`src/rtl/neuron_pkg.sv`:
```
// Shared neuron-core types: voltage sample width/type and the tap-reader response FSM states.
package neuron_pkg;

    localparam int unsigned V_WIDTH = 21;

    typedef logic signed [V_WIDTH-1:0] v_sample_t;

    typedef enum logic {
        RSP_IDLE = 1'b0,
        RSP_HOLD = 1'b1
    } rsp_state_t;

endpackage

```
`src/rtl/vhist_ring.sv`:
```
// Circular voltage history: storage, write pointer, fill count, flush, pre-write tap read.
// VHIST_OLDEST_TAP_EN adds a registered eviction pulse carrying the overwritten sample.
module vhist_ring
    import neuron_pkg::*;
#(
    parameter  int unsigned WIDTH = V_WIDTH,
    parameter  int unsigned DEPTH = 8,
    localparam int unsigned AW    = $clog2(DEPTH)
) (
    input  logic                    clk,
    input  logic                    rst_n,
    input  logic signed [WIDTH-1:0] i_wdata,
    input  logic                    i_wvalid,
    input  logic                    i_flush,
    input  logic        [AW-1:0]    i_tap,
`ifdef VHIST_OLDEST_TAP_EN
    output logic                    o_evict_valid,
    output logic signed [WIDTH-1:0] o_evict_data,
`endif
    output logic signed [WIDTH-1:0] o_tap_data,
    output logic        [AW:0]      o_fill
);

    logic signed [WIDTH-1:0] r_mem [DEPTH];
    logic        [AW-1:0]    r_wptr;
    logic        [AW:0]      r_fill;
    logic                    w_we;
    logic                    w_full;
    logic        [AW-1:0]    w_tap_addr;

    assign w_we       = i_wvalid & ~i_flush;
    assign w_full     = (r_fill == (AW+1)'(DEPTH));
    // Tap is read from registered state, so a same-cycle write never moves it.
    assign w_tap_addr = r_wptr - AW'(1) - i_tap;
    assign o_tap_data = r_mem[w_tap_addr];
    assign o_fill     = r_fill;

    always_ff @(posedge clk) begin
        if (w_we) begin
            r_mem[r_wptr] <= i_wdata;
        end
    end

    always_ff @(posedge clk or negedge rst_n) begin
        if (!rst_n) begin
            r_wptr <= '0;
            r_fill <= '0;
        end else if (i_flush) begin
            r_wptr <= '0;
            r_fill <= '0;
        end else if (w_we) begin
            r_wptr <= r_wptr + 1'b1;
            r_fill <= w_full ? r_fill : r_fill + 1'b1;
        end
    end

`ifdef VHIST_OLDEST_TAP_EN
    always_ff @(posedge clk or negedge rst_n) begin
        if (!rst_n) begin
            o_evict_valid <= 1'b0;
            o_evict_data  <= '0;
        end else begin
            o_evict_valid <= w_we & w_full;
            if (w_we & w_full) begin
                o_evict_data <= r_mem[r_wptr];
            end
        end
    end
`endif

endmodule

```
`src/rtl/vhist_tap_reader.sv`:
```
// Random-access tap reader over a DEPTH-sample voltage history with a 1-cycle valid/ready response.
// VHIST_OLDEST_TAP_EN exposes evict_valid/evict_data (fixed DEPTH-sample delay output).
module vhist_tap_reader
    import neuron_pkg::*;
#(
    parameter  int unsigned WIDTH = V_WIDTH,
    parameter  int unsigned DEPTH = 8,
    localparam int unsigned AW    = $clog2(DEPTH)
) (
    input  logic                    clk,
    input  logic                    rst_n,
    input  logic signed [WIDTH-1:0] in,
    input  logic                    in_valid,
    input  logic                    flush,
    input  logic                    rd_req,
    input  logic        [AW-1:0]    rd_delay,
    output logic                    req_ready,
    output logic                    rd_valid,
    input  logic                    rd_ready,
    output logic signed [WIDTH-1:0] rd_data,
    output logic                    rd_oor,
`ifdef VHIST_OLDEST_TAP_EN
    output logic                    evict_valid,
    output logic signed [WIDTH-1:0] evict_data,
`endif
    output logic        [AW:0]      fill
);

    rsp_state_t              r_state;
    rsp_state_t              w_state_next;
    logic signed [WIDTH-1:0] r_data;
    logic                    r_oor;
    logic signed [WIDTH-1:0] w_tap_data;
    logic        [AW:0]      w_fill;
    logic                    w_accept;
    logic                    w_in_range;

    vhist_ring #(
        .WIDTH (WIDTH),
        .DEPTH (DEPTH)
    ) u_ring (
        .clk           (clk),
        .rst_n         (rst_n),
        .i_wdata       (in),
        .i_wvalid      (in_valid),
        .i_flush       (flush),
        .i_tap         (rd_delay),
`ifdef VHIST_OLDEST_TAP_EN
        .o_evict_valid (evict_valid),
        .o_evict_data  (evict_data),
`endif
        .o_tap_data    (w_tap_data),
        .o_fill        (w_fill)
    );

    assign fill       = w_fill;
    assign rd_valid   = (r_state == RSP_HOLD);
    assign req_ready  = ~rd_valid | rd_ready;
    assign w_accept   = rd_req & req_ready;
    assign w_in_range = ({1'b0, rd_delay} < w_fill);
    assign rd_data    = r_data;
    assign rd_oor     = r_oor;

    always_comb begin
        w_state_next = r_state;
        case (r_state)
            RSP_IDLE: if (w_accept) w_state_next = RSP_HOLD;
            RSP_HOLD: begin
                if (w_accept)      w_state_next = RSP_HOLD;
                else if (rd_ready) w_state_next = RSP_IDLE;
            end
            default:  w_state_next = RSP_IDLE;
        endcase
    end

    always_ff @(posedge clk or negedge rst_n) begin
        if (!rst_n) begin
            r_state <= RSP_IDLE;
        end else begin
            r_state <= w_state_next;
        end
    end

    always_ff @(posedge clk or negedge rst_n) begin
        if (!rst_n) begin
            r_data <= '0;
            r_oor  <= 1'b0;
        end else if (w_accept) begin
            r_data <= w_in_range ? w_tap_data : '0;
            r_oor  <= ~w_in_range;
        end
    end

endmodule

```
`config.mk`:
```
export PLATFORM = sky130hd
export DESIGN_NAME = vhist_tap_reader
export DESIGN_NICKNAME = d
export VERILOG_FILES = /design/src/rtl/neuron_pkg.sv /design/src/rtl/vhist_ring.sv /design/src/rtl/vhist_tap_reader.sv
export SDC_FILE = /design/constraint.sdc
export NUM_CORES = 1
export LEC_CHECK = 0
export CAP_MARGIN = 20
export CORE_ASPECT_RATIO = 1.1
export CORE_UTILIZATION = 55
export DETAILED_ROUTE_END_ITERATION = 16
export PLACE_DENSITY_LB_ADDON = 0.08
export SLEW_MARGIN = 20
export SYNTH_ARGS = -nofsm -noshare
export SYNTH_HDL_FRONTEND = slang
export SYNTH_SLANG_ARGS = --single-unit
```
`constraint.sdc`:
```
create_clock -name clk -period 6.24 [get_ports clk]
set_input_delay 1.872 -clock clk [delete_from_list [all_inputs] [get_ports clk]]
set_output_delay 1.872 -clock clk [all_outputs]
set_load 0.01 [all_outputs]
```
Word-level counts from Yosys, hierarchy flattened
Memories as Yosys holds them, arrays and structs flattened. Cells that the tools add are included.

Bitwise operators: 6. $add $sub $neg: 4. $lt $le $gt $ge: 1. Reductions and logical operators: 2. Equal/unequal tests: 2. Multiplexer cells: 12.

Operators with widths (number): $mux W21 (1); $mux W4 (3); $mux W3 (2); $mux W1 (5); $add A4 B1 Y4 const B (1); $eq A4 B4 Y1 const B (1); $lt A3 B4 Y1 (1); $add A3 B1 Y3 const B (1); $not A1 Y1 (3); $sub A3 B1 Y3 const B (1); $sub A3 B3 Y3 (1); $and A1 B1 Y1 (2); $ne A2 B2 Y1 const B (1); $pmux W1 S2 (1); $reduce_and A2 Y1 (1); $reduce_bool A2 Y1 (1); $or A1 B1 Y1 (1).

Bits in writable memories: 168. Register bits: 30. Bits of input ports: 30. Memories kept: 1. Logic and storage cells: 33.

Memories: u_ring.r_mem (depth 8, width 21, rd ports 1, clocked after memory_dff 0, wr ports 1, line vhist_ring.sv:24) `logic signed [WIDTH-1:0] r_mem [DEPTH];`.

Depth between registers and ports, before layout
Gate-level depths: netlist (run 1).

Depth after elaboration: 5. Depth in mapped cells: 8. Depth with buffers taken out: 7.

Hierarchy
Synthesis (run 1) repeated with hierarchy kept, for this count alone.

Cells, all modules: 362. Area total of the unflattened synthesis: 7711.1 µm².

By module, submodules not included: vhist_ring (area an instance 6789.0 µm², cells each 298, times used 1); vhist_tap_reader (area an instance 922.1 µm², cells each 64, times used 1).

Worst setup path after synthesis (run 1)
No wires, ideal clock.

Path kind: input to register. Start: input port in_valid. End: memory u_ring.r_mem[4][0] (netlist name), enable pin. Path buffers: 1. Cell stages on the path: 3. Path slack: 1.616 ns. Required time: 5.787 ns. Library setup time: 0.453 ns. Arrival time: 4.171 ns. Cells stage by stage: buf_2 > nand2_1 > nor4_1.

Word-level cells in the longest chain between the ends: 3.

Ends and longest elaborated chain: start, declared (line vhist_tap_reader.sv:13) `input logic in_valid,`; $and A1 B1 Y1 (line vhist_ring.sv:31) `assign w_we = i_wvalid & ~i_flush;`; $mux W1 (line vhist_ring.sv:39) `if (w_we) begin`; $mux W1 (not written as such) (line vhist_ring.sv:40) `r_mem[r_wptr] <= i_wdata;`; end, declared (line vhist_ring.sv:24).

No other way between the ends.

Worst setup path after layout (run 1)
Start: input port rd_ready. End: output port req_ready.

Word-level cells in the longest chain between the ends: 1.

Ends and longest elaborated chain: start, declared (line vhist_tap_reader.sv:19) `input logic rd_ready,`; $or A1 B1 Y1 (line vhist_tap_reader.sv:58) `assign req_ready = ~rd_valid | rd_ready;`; end, declared (line vhist_tap_reader.sv:17) `output logic req_ready,`.

No other way between the ends.

==> results of run 1 <==
==> through the flow <==
stage	power (mW)	hold slack, ns	util (%)
floorplan	1.75	0.518	-
global placement	1.89	0.468	62.3
detailed placement	1.90	0.474	62.3
CTS	2.97	0.489	66.6
global route	3.05	0.520	66.6
finish	2.94	0.482	66.6
==> worst min path at each step <==
stage	to	startpoint	slack, ns	cells after the start
detailed placement	rd_data[8]$_DFFE_PN0P_	rd_data[8]$_DFFE_PN0P_	0.47	2
global route	rd_data[4]$_DFFE_PN0P_	rd_data[4]$_DFFE_PN0P_	0.52	2
floorplan	rd_data[20]$_DFFE_PN0P_	rd_data[20]$_DFFE_PN0P_	0.52	2
finish	rd_data[8]$_DFFE_PN0P_	rd_data[8]$_DFFE_PN0P_	0.48	2
global placement	rd_data[4]$_DFFE_PN0P_	rd_data[4]$_DFFE_PN0P_	0.47	2
CTS	rd_data[8]$_DFFE_PN0P_	rd_data[8]$_DFFE_PN0P_	0.49	2
==> final cells by class <==
type	count	area share (%)
Clock buffer	19	4.71
Clock inverter	13	1.69
Inverter	6	0.245
Multi-Input combinational cell	154	20.5
Sequential cell	198	63.1
Tap cell	188	2.56
Timing Repair Buffer	68	7.24
==> sequential cells by signal, indices dropped and copies added (netlist names) <==
name and count:
u_ring.r_mem 168, rd_data 21, u_ring.o_fill 4, u_ring.r_wptr 3, rd_oor 1, rd_valid 1
==> where the power goes <==
group          total, mW  internal [mW]  switching (mW)
clock network       1.08          0.628           0.450
logic              0.359          0.187           0.172
registers           1.51           1.48          0.0261
total               2.94           2.30           0.648
==> cell families (layout without fill, tap and decap cells) <==
family                   after synthesis  after routing  share of synthesized area [%]
AO/OA/AOI/OAI                         26             26                           1.82
XOR/XNOR                               7              7                          0.888
adder cells (fa/ha/maj)                7              7                           1.23
buffers and inverters                 24            106                           1.97
flip-flops                           198            198                           74.8
multiplexers                          65             65                           16.5
AND/OR/NAND/NOR                       49             49                           2.76
==> metal layers <==
layer,GRT usage (%),vias up,share of wire (%)
li1,-,1659,-
met4,7.03,0,1.2
met2,34.8,94,50
met5,0,-,0
met3,5.16,16,4.7
met1,29.6,1932,44
==> cells in the final DEF (no fill, tap or decap), drive strengths merged, types with 4 or more instances in the layout <==
cell           count
clkbuf            19
nand2b             4
inv                7
mux2i             23
clkdlybuf4s50     57
xnor2              4
clkinv             8
nand2             25
nor3               4
nor2              11
ha                 6
dfrtp             30
edfxtp           168
mux4              42
o21ai             22
buf               11
==> worst reg2reg max path: stages, from the launching register on <==
cell and delay (ns):
sky130_fd_sc_hd__dfrtp_1 0.52, sky130_fd_sc_hd__ha_2 0.25, sky130_fd_sc_hd__fa_1 0.37, sky130_fd_sc_hd__xor2_1 0.20, sky130_fd_sc_hd__xnor2_4 0.71, sky130_fd_sc_hd__buf_4 0.34
sky130_fd_sc_hd__mux2i_1 0.21, sky130_fd_sc_hd__o21ai_1 0.08
==> flow_metrics.py, run 1 <==
metrics = {
    "floorplan": {
        "die_width_um": 115,
        "vert_die_dim_um": 126,
        "dieArea_mm2": 0.0146,
        "initial_utilization_pct": 56.2,
        "placeableCoreArea_mm2": 0.0138,
        "pin_count": 58,
        "placementRows": 45,
    },
    "logic_synthesis": {
        "synth_most_common_cell": "sky130_fd_sc_hd__edfxtp_1",
        "post-synth-top-area-fraction_pct": 65.1,
        "synth-seq-cells": 198,
        "syn_area_per_cell_um2": 20.6,
        "seq_area_frac_synth_pct": 74.8,
        "post-synth-top-area-cell": "sky130_fd_sc_hd__edfxtp_1",
        "synthTopCellsByArea": "sky130_fd_sc_hd__edfxtp_1 (65%), sky130_fd_sc_hd__dfrtp_1 (9.7%), sky130_fd_sc_hd__mux4_1 (9.5%)",
        "postSynth.asyncResetShare_pct": 15.2,
        "synthesis.area_mm2": 0.00775,
        "synth.distinct_cells": 32,
        "synthCells": 376,
        "mappedNetlistNets": 413,
        "yosysWarningCount": 0,
        "netlist_top_cells_count": "sky130_fd_sc_hd__edfxtp_1 (168), sky130_fd_sc_hd__dfrtp_1 (30), sky130_fd_sc_hd__mux4_1 (28)",
        "synth_edf_count": 168,
        "postSynth.topFlopCell": "sky130_fd_sc_hd__edfxtp_1",
    },
    "global_routing": {
        "grt_max_degree": 43,
        "grt_antenna_before_repair": 0,
        "grt_remaining_overflow": 0,
        "grt_pass1_vias": 3834,
        "groute.usage.overall_pct": 21.7,
        "grt_pass1_wl_mm": 22.0,
    },
    "outcome": {
        "run_status": "complete, no violations",
    },
    "clock_tree": {
        "clock-sinks": 198,
        "clock_transition_at_the_registers_of_the_reported_paths_ns": 0.07,
        "cts_resized": 0,
        "cts_buffers": 17,
        "ctsHoldBuffers": 0,
        "clock_insertion_delay_worst_skew_ns": 0.43,
        "cts_setup_buffers": 0,
        "tritoncts": "done",
        "clk_root_buffer_cell": "sky130_fd_sc_hd__clkbuf_16",
        "cts-root-to-sink-buffers": 2,
        "ctsHtreeMaxLevel": 4,
    },
    "timing": {
        "setup_tns_ns": 0,
        "worst_slew_pin_slew_ns": 1.03,
        "finalSetupViolCount": 0,
        "finalHoldViolCount": 0,
        "max_clock_freq_ghz": 0.202,
        "final_period_utilization_pct": 79.5,
        "fin_worst_skew_ns": 0.00724,
        "number_of_max_slew_violations_in_the_final_report": 0,
        "fin_ws_ns": 1.28,
        "finalWorstPathRequiredPeriod_ns": 4.96,
        "unrepaired_setup_endpoints_after_global_routing": "no",
        "slew_headroom_pct": 31.4,
    },
    "worst_setup_path": {
        "critPathMostFrequentCell": "sky130_fd_sc_hd__clkdlybuf4s50_1",
        "r2r_start": "u_ring.r_wptr[0]$_DFFE_PN0P_",
        "worst_setup_path_startpoint": "rd_ready",
        "critical_path.cell_chain": "clkdlybuf4s50_1, nand2b_1, clkdlybuf4s50_1",
        "timing.critical_path.from_type": "primary input",
        "crit-reg2reg-capture": "rd_data[18]$_DFFE_PN0P_",
        "critical_path.endpoint_type": "output port",
        "critical_path_arrival_ns": 3.09,
        "critical_path_depth": 3,
        "critPathBufInv": 2,
        "crit_end": "req_ready",
        "worst_path_largest_cell_delay_ns": 0.57,
        "timing.critical_path.required_ns": 4.37,
        "setup.reg_to_reg.worst_slack_ns": 3.44,
        "rr_worst_depth": 7,
        "critPathKind": "primary input to output port",
        "crit_path_max_fanout": 4,
        "timing.critical_path.slowest_stage_cell": "sky130_fd_sc_hd__clkdlybuf4s50_1",
        "critical-path-top-delay-family": "buffers and inverters",
    },
    "placed_design": {
        "dp_hpwl_mm": 7.86,
        "post_dp_cell_area_mm2": 0.00860,
        "gp_routability_congestion": 0.669,
        "placement.io_buffers": 57,
        "detailedPlace.worstSlack_ns": 1.28,
        "numPlacedInstances": 614,
    },
    "run": {
        "max_capacitance_violation_count": 0,
    },
    "routing": {
        "wirelength_mm": 14.2,
        "dr.pass1.iters": 4,
        "drcViolationCount": 0,
        "drt_first_iter_violations": 176,
        "detail_route.vias_per_cell": 5.73,
        "post_drt_wl_per_cell_um": 22.0,
        "vias": 3701,
        "drtAntennaViolNets": 0,
    },
    "layout": {
        "drive_gt1_share_pct": 14.2,
        "final_design_instance_area_without_fill_mm2": 0.00919,
        "stdcell_count": 646,
        "area.sequential_mm2": 0.00580,
        "synthToLayoutAreaGrowth_pct": 18.6,
        "nNetsFinal": 482,
        "antenna_cells": 0,
        "multi_input_comb_area_mm2": 0.00188,
        "n_fill_cell": 946,
    },
    "hold_path": {
        "hp-class": "register to register",
    },
    "power_and_ir_drop": {
        "total_leakage_power_nw": 3.21,
        "p_per_area_mw_per_mm2": 320,
        "ir_drop_mv": 0.213,
    },
}
No activity file was read; power rests on OpenSTA's default activity.
==> run 2, diff against run 1 <==
- clock period: 6.24 -> 4.95 ns (I/O delays scaled with it)
==> run 2 against run 1 <==
  * Sequential cell count stayed put
  * Die area stayed put
  * Register-to-register slack got worse by 1.2 ns
  * Global-route usage grew 0.098 points
  * First-iteration DRC count rose by 9.7%
  * Worst setup slack got worse by 0.54 ns
  * Clock skew increased by 0.0029 ns
  * Clock power increased by 28%
  * Via count up 0.97%
  * Utilization is 0.24 points higher
  * Largest power group unchanged
==> flow_metrics.py, run 2 (same netlist as run 1, synthesis figures left out) <==
metrics = {
    "outcome": {
        "run_status": "complete, no violations",
    },
    "clock_tree": {
        "cts_resized": 0,
        "clock-sinks": 198,
        "cts-root-to-sink-buffers": 2,
        "cts_buffers": 17,
        "clk_root_buffer_cell": "sky130_fd_sc_hd__clkbuf_16",
        "ctsHoldBuffers": 0,
        "cts_setup_buffers": 0,
        "tritoncts": "done",
        "ctsHtreeMaxLevel": 4,
        "clock_insertion_delay_worst_skew_ns": 0.43,
        "clock_transition_at_the_registers_of_the_reported_paths_ns": 0.06,
    },
    "worst_setup_path": {
        "worst_path_largest_cell_delay_ns": 0.58,
        "timing.critical_path.from_type": "primary input",
        "critPathKind": "primary input to output port",
        "critical_path_depth": 3,
        "timing.critical_path.required_ns": 3.46,
        "critical-path-top-delay-family": "buffers and inverters",
        "critPathBufInv": 2,
        "timing.critical_path.slowest_stage_cell": "sky130_fd_sc_hd__clkdlybuf4s50_1",
        "critical_path_arrival_ns": 2.73,
        "critical_path.cell_chain": "clkdlybuf4s50_1, nand2b_1, clkdlybuf4s50_1",
        "rr_worst_depth": 7,
        "critical_path.endpoint_type": "output port",
        "critPathMostFrequentCell": "sky130_fd_sc_hd__clkdlybuf4s50_1",
        "crit_path_max_fanout": 4,
    },
    "timing": {
        "final_period_utilization_pct": 85.1,
        "finalHoldViolCount": 0,
        "finalSetupViolCount": 0,
        "fin_worst_skew_ns": 0.0101,
        "slew_headroom_pct": 36.3,
        "setup_tns_ns": 0,
        "finalWorstPathRequiredPeriod_ns": 4.21,
        "worst_slew_pin_slew_ns": 0.954,
        "max_clock_freq_ghz": 0.237,
        "number_of_max_slew_violations_in_the_final_report": 0,
        "unrepaired_setup_endpoints_after_global_routing": "no",
    },
    "power_and_ir_drop": {
        "pwr-share-seq_pct": 50.9,
        "pwr-share-comb_pct": 12.1,
        "clock_power_share_pct": 37.1,
        "p_int_mw": 2.91,
        "total_leakage_power_nw": 3.24,
        "sw_frac_of_total_pct": 22.1,
        "p_per_area_mw_per_mm2": 405,
        "ir_drop_mv": 0.229,
        "p_switching_mw": 0.825,
    },
    "routing": {
        "wirelength_mm": 14.3,
        "post_drt_wl_per_cell_um": 21.9,
        "vias": 3737,
        "drt_first_iter_violations": 193,
        "drcViolationCount": 0,
        "drtAntennaViolNets": 0,
        "detail_route.vias_per_cell": 5.74,
        "dr.pass1.iters": 5,
    },
    "layout": {
        "regMostFlops": "u_ring.r_mem",
        "flip_flop_count_of_the_largest_register_after_layout": 168,
        "antenna_cells": 0,
        "final_design_instance_area_without_fill_mm2": 0.00922,
        "drive_gt1_share_pct": 15.6,
        "n_fill_cell": 919,
        "final_common_cell": "sky130_fd_sc_hd__edfxtp_1",
        "final_cell_mix": "sky130_fd_sc_hd__edfxtp_1 (168), sky130_fd_sc_hd__clkdlybuf4s50_1 (57), sky130_fd_sc_hd__dfrtp_1 (30)",
        "nNetsFinal": 487,
        "synthToLayoutAreaGrowth_pct": 19.0,
    },
    "floorplan": {
        "vert_die_dim_um": 126,
        "dieArea_mm2": 0.0146,
        "placementRows": 45,
        "pin_count": 58,
        "placeableCoreArea_mm2": 0.0138,
        "die_width_um": 115,
        "initial_utilization_pct": 56.2,
    },
    "global_routing": {
        "grt_pass1_wl_mm": 21.9,
        "grt_remaining_overflow": 0,
        "grt_max_degree": 43,
        "grt_antenna_before_repair": 0,
        "groute.usage.overall_pct": 21.8,
        "grt_pass1_vias": 3837,
    },
    "hold_path": {
        "hp-class": "register to register",
        "worstHoldPathCells": 2,
    },
    "run": {
        "max_capacitance_violation_count": 0,
    },
    "placed_design": {
        "dp_hpwl_mm": 8.22,
        "post_dp_cell_area_mm2": 0.00862,
        "placement.io_buffers": 57,
        "gp_routability_congestion": 0.728,
    },
}
## run 2: cell types whose count changed in the layout (fill, tap and decap cells not counted), sizes merged
| cell | delta |
|---|---|
| inv | +1 |
| clkinv | -3 |
| buf | +5 |
| clkbuf | +1 |
| clkinvlp | +1 |
## run 2: per-stage QoR
step / utilization [%] / setup slack [ns] / instances / hold WS [ns] / power (mW)
after floorplan: - / 0.713 / 376 / 0.518 / 2.21
after global placement: 62.5 / 0.778 / 619 / 0.467 / 2.38
after detailed placement: 62.5 / 0.695 / 619 / 0.483 / 2.39
after CTS: 66.8 / 0.723 / 651 / 0.498 / 3.77
after global routing: 66.8 / 0.664 / 651 / 0.514 / 3.86
final: 66.8 / 0.736 / 651 / 0.488 / 3.74
## run 2: worst reg2reg max path: cells and delay by family, from the launching register on
family / cells / cell delay [ns]
adder cells (fa/ha/maj): 2 / 0.61
XOR/XNOR: 2 / 0.87
buffers and inverters: 1 / 0.34
multiplexers: 1 / 0.23
AO/OA/AOI/OAI: 1 / 0.07
flip-flops: 1 / 0.50
## run 2: path summary, 6_finish.rpt
check,startpoint,end,slack (ns)
hold reg to reg,rd_data[2]$_DFFE_PN0P_,rd_data[2]$_DFFE_PN0P_,0.49
max in group asynchronous,rst_n,rd_data[7]$_DFFE_PN0P_,3.15
setup / recovery,rd_ready,req_ready,0.74
min in group asynchronous,rst_n,u_ring.o_fill[2]$_DFFE_PN0P_,1.48
setup reg to reg,u_ring.r_wptr[0]$_DFFE_PN0P_,rd_data[11]$_DFFE_PN0P_,2.20
hold / removal,rd_data[2]$_DFFE_PN0P_,rd_data[2]$_DFFE_PN0P_,0.49
## run 2: power by group through the flow
stage / clock network [mW] / registers (mW) / logic, mW
detailed placement: 0 / 1.94 / 0.458
floorplan: 0 / 1.94 / 0.265
global route: 1.47 / 1.91 / 0.487
global placement: 0 / 1.93 / 0.448
CTS: 1.40 / 1.90 / 0.460
finish: 1.38 / 1.90 / 0.450
## run 2: layer usage
layer | vias up | share of wire [%] | GRT usage, %
li1 | 1669 | - | -
met1 | 1951 | 44 | 30.2
met4 | 0 | 1.3 | 8.40
met2 | 102 | 50 | 34.5
met3 | 15 | 4.4 | 4.25
met5 | - | 0 | 0
## run 2: cell type report
class	count	area [µm²]	area share [%]
Inverter	6	22.5	0.244
Tap cell	188	235	2.55
Sequential cell	198	5800	62.9
Clock buffer	20	447	4.84
Clock inverter	12	151	1.64
Timing Repair Buffer	73	703	7.63
Multi-Input combinational cell	154	1870	20.2
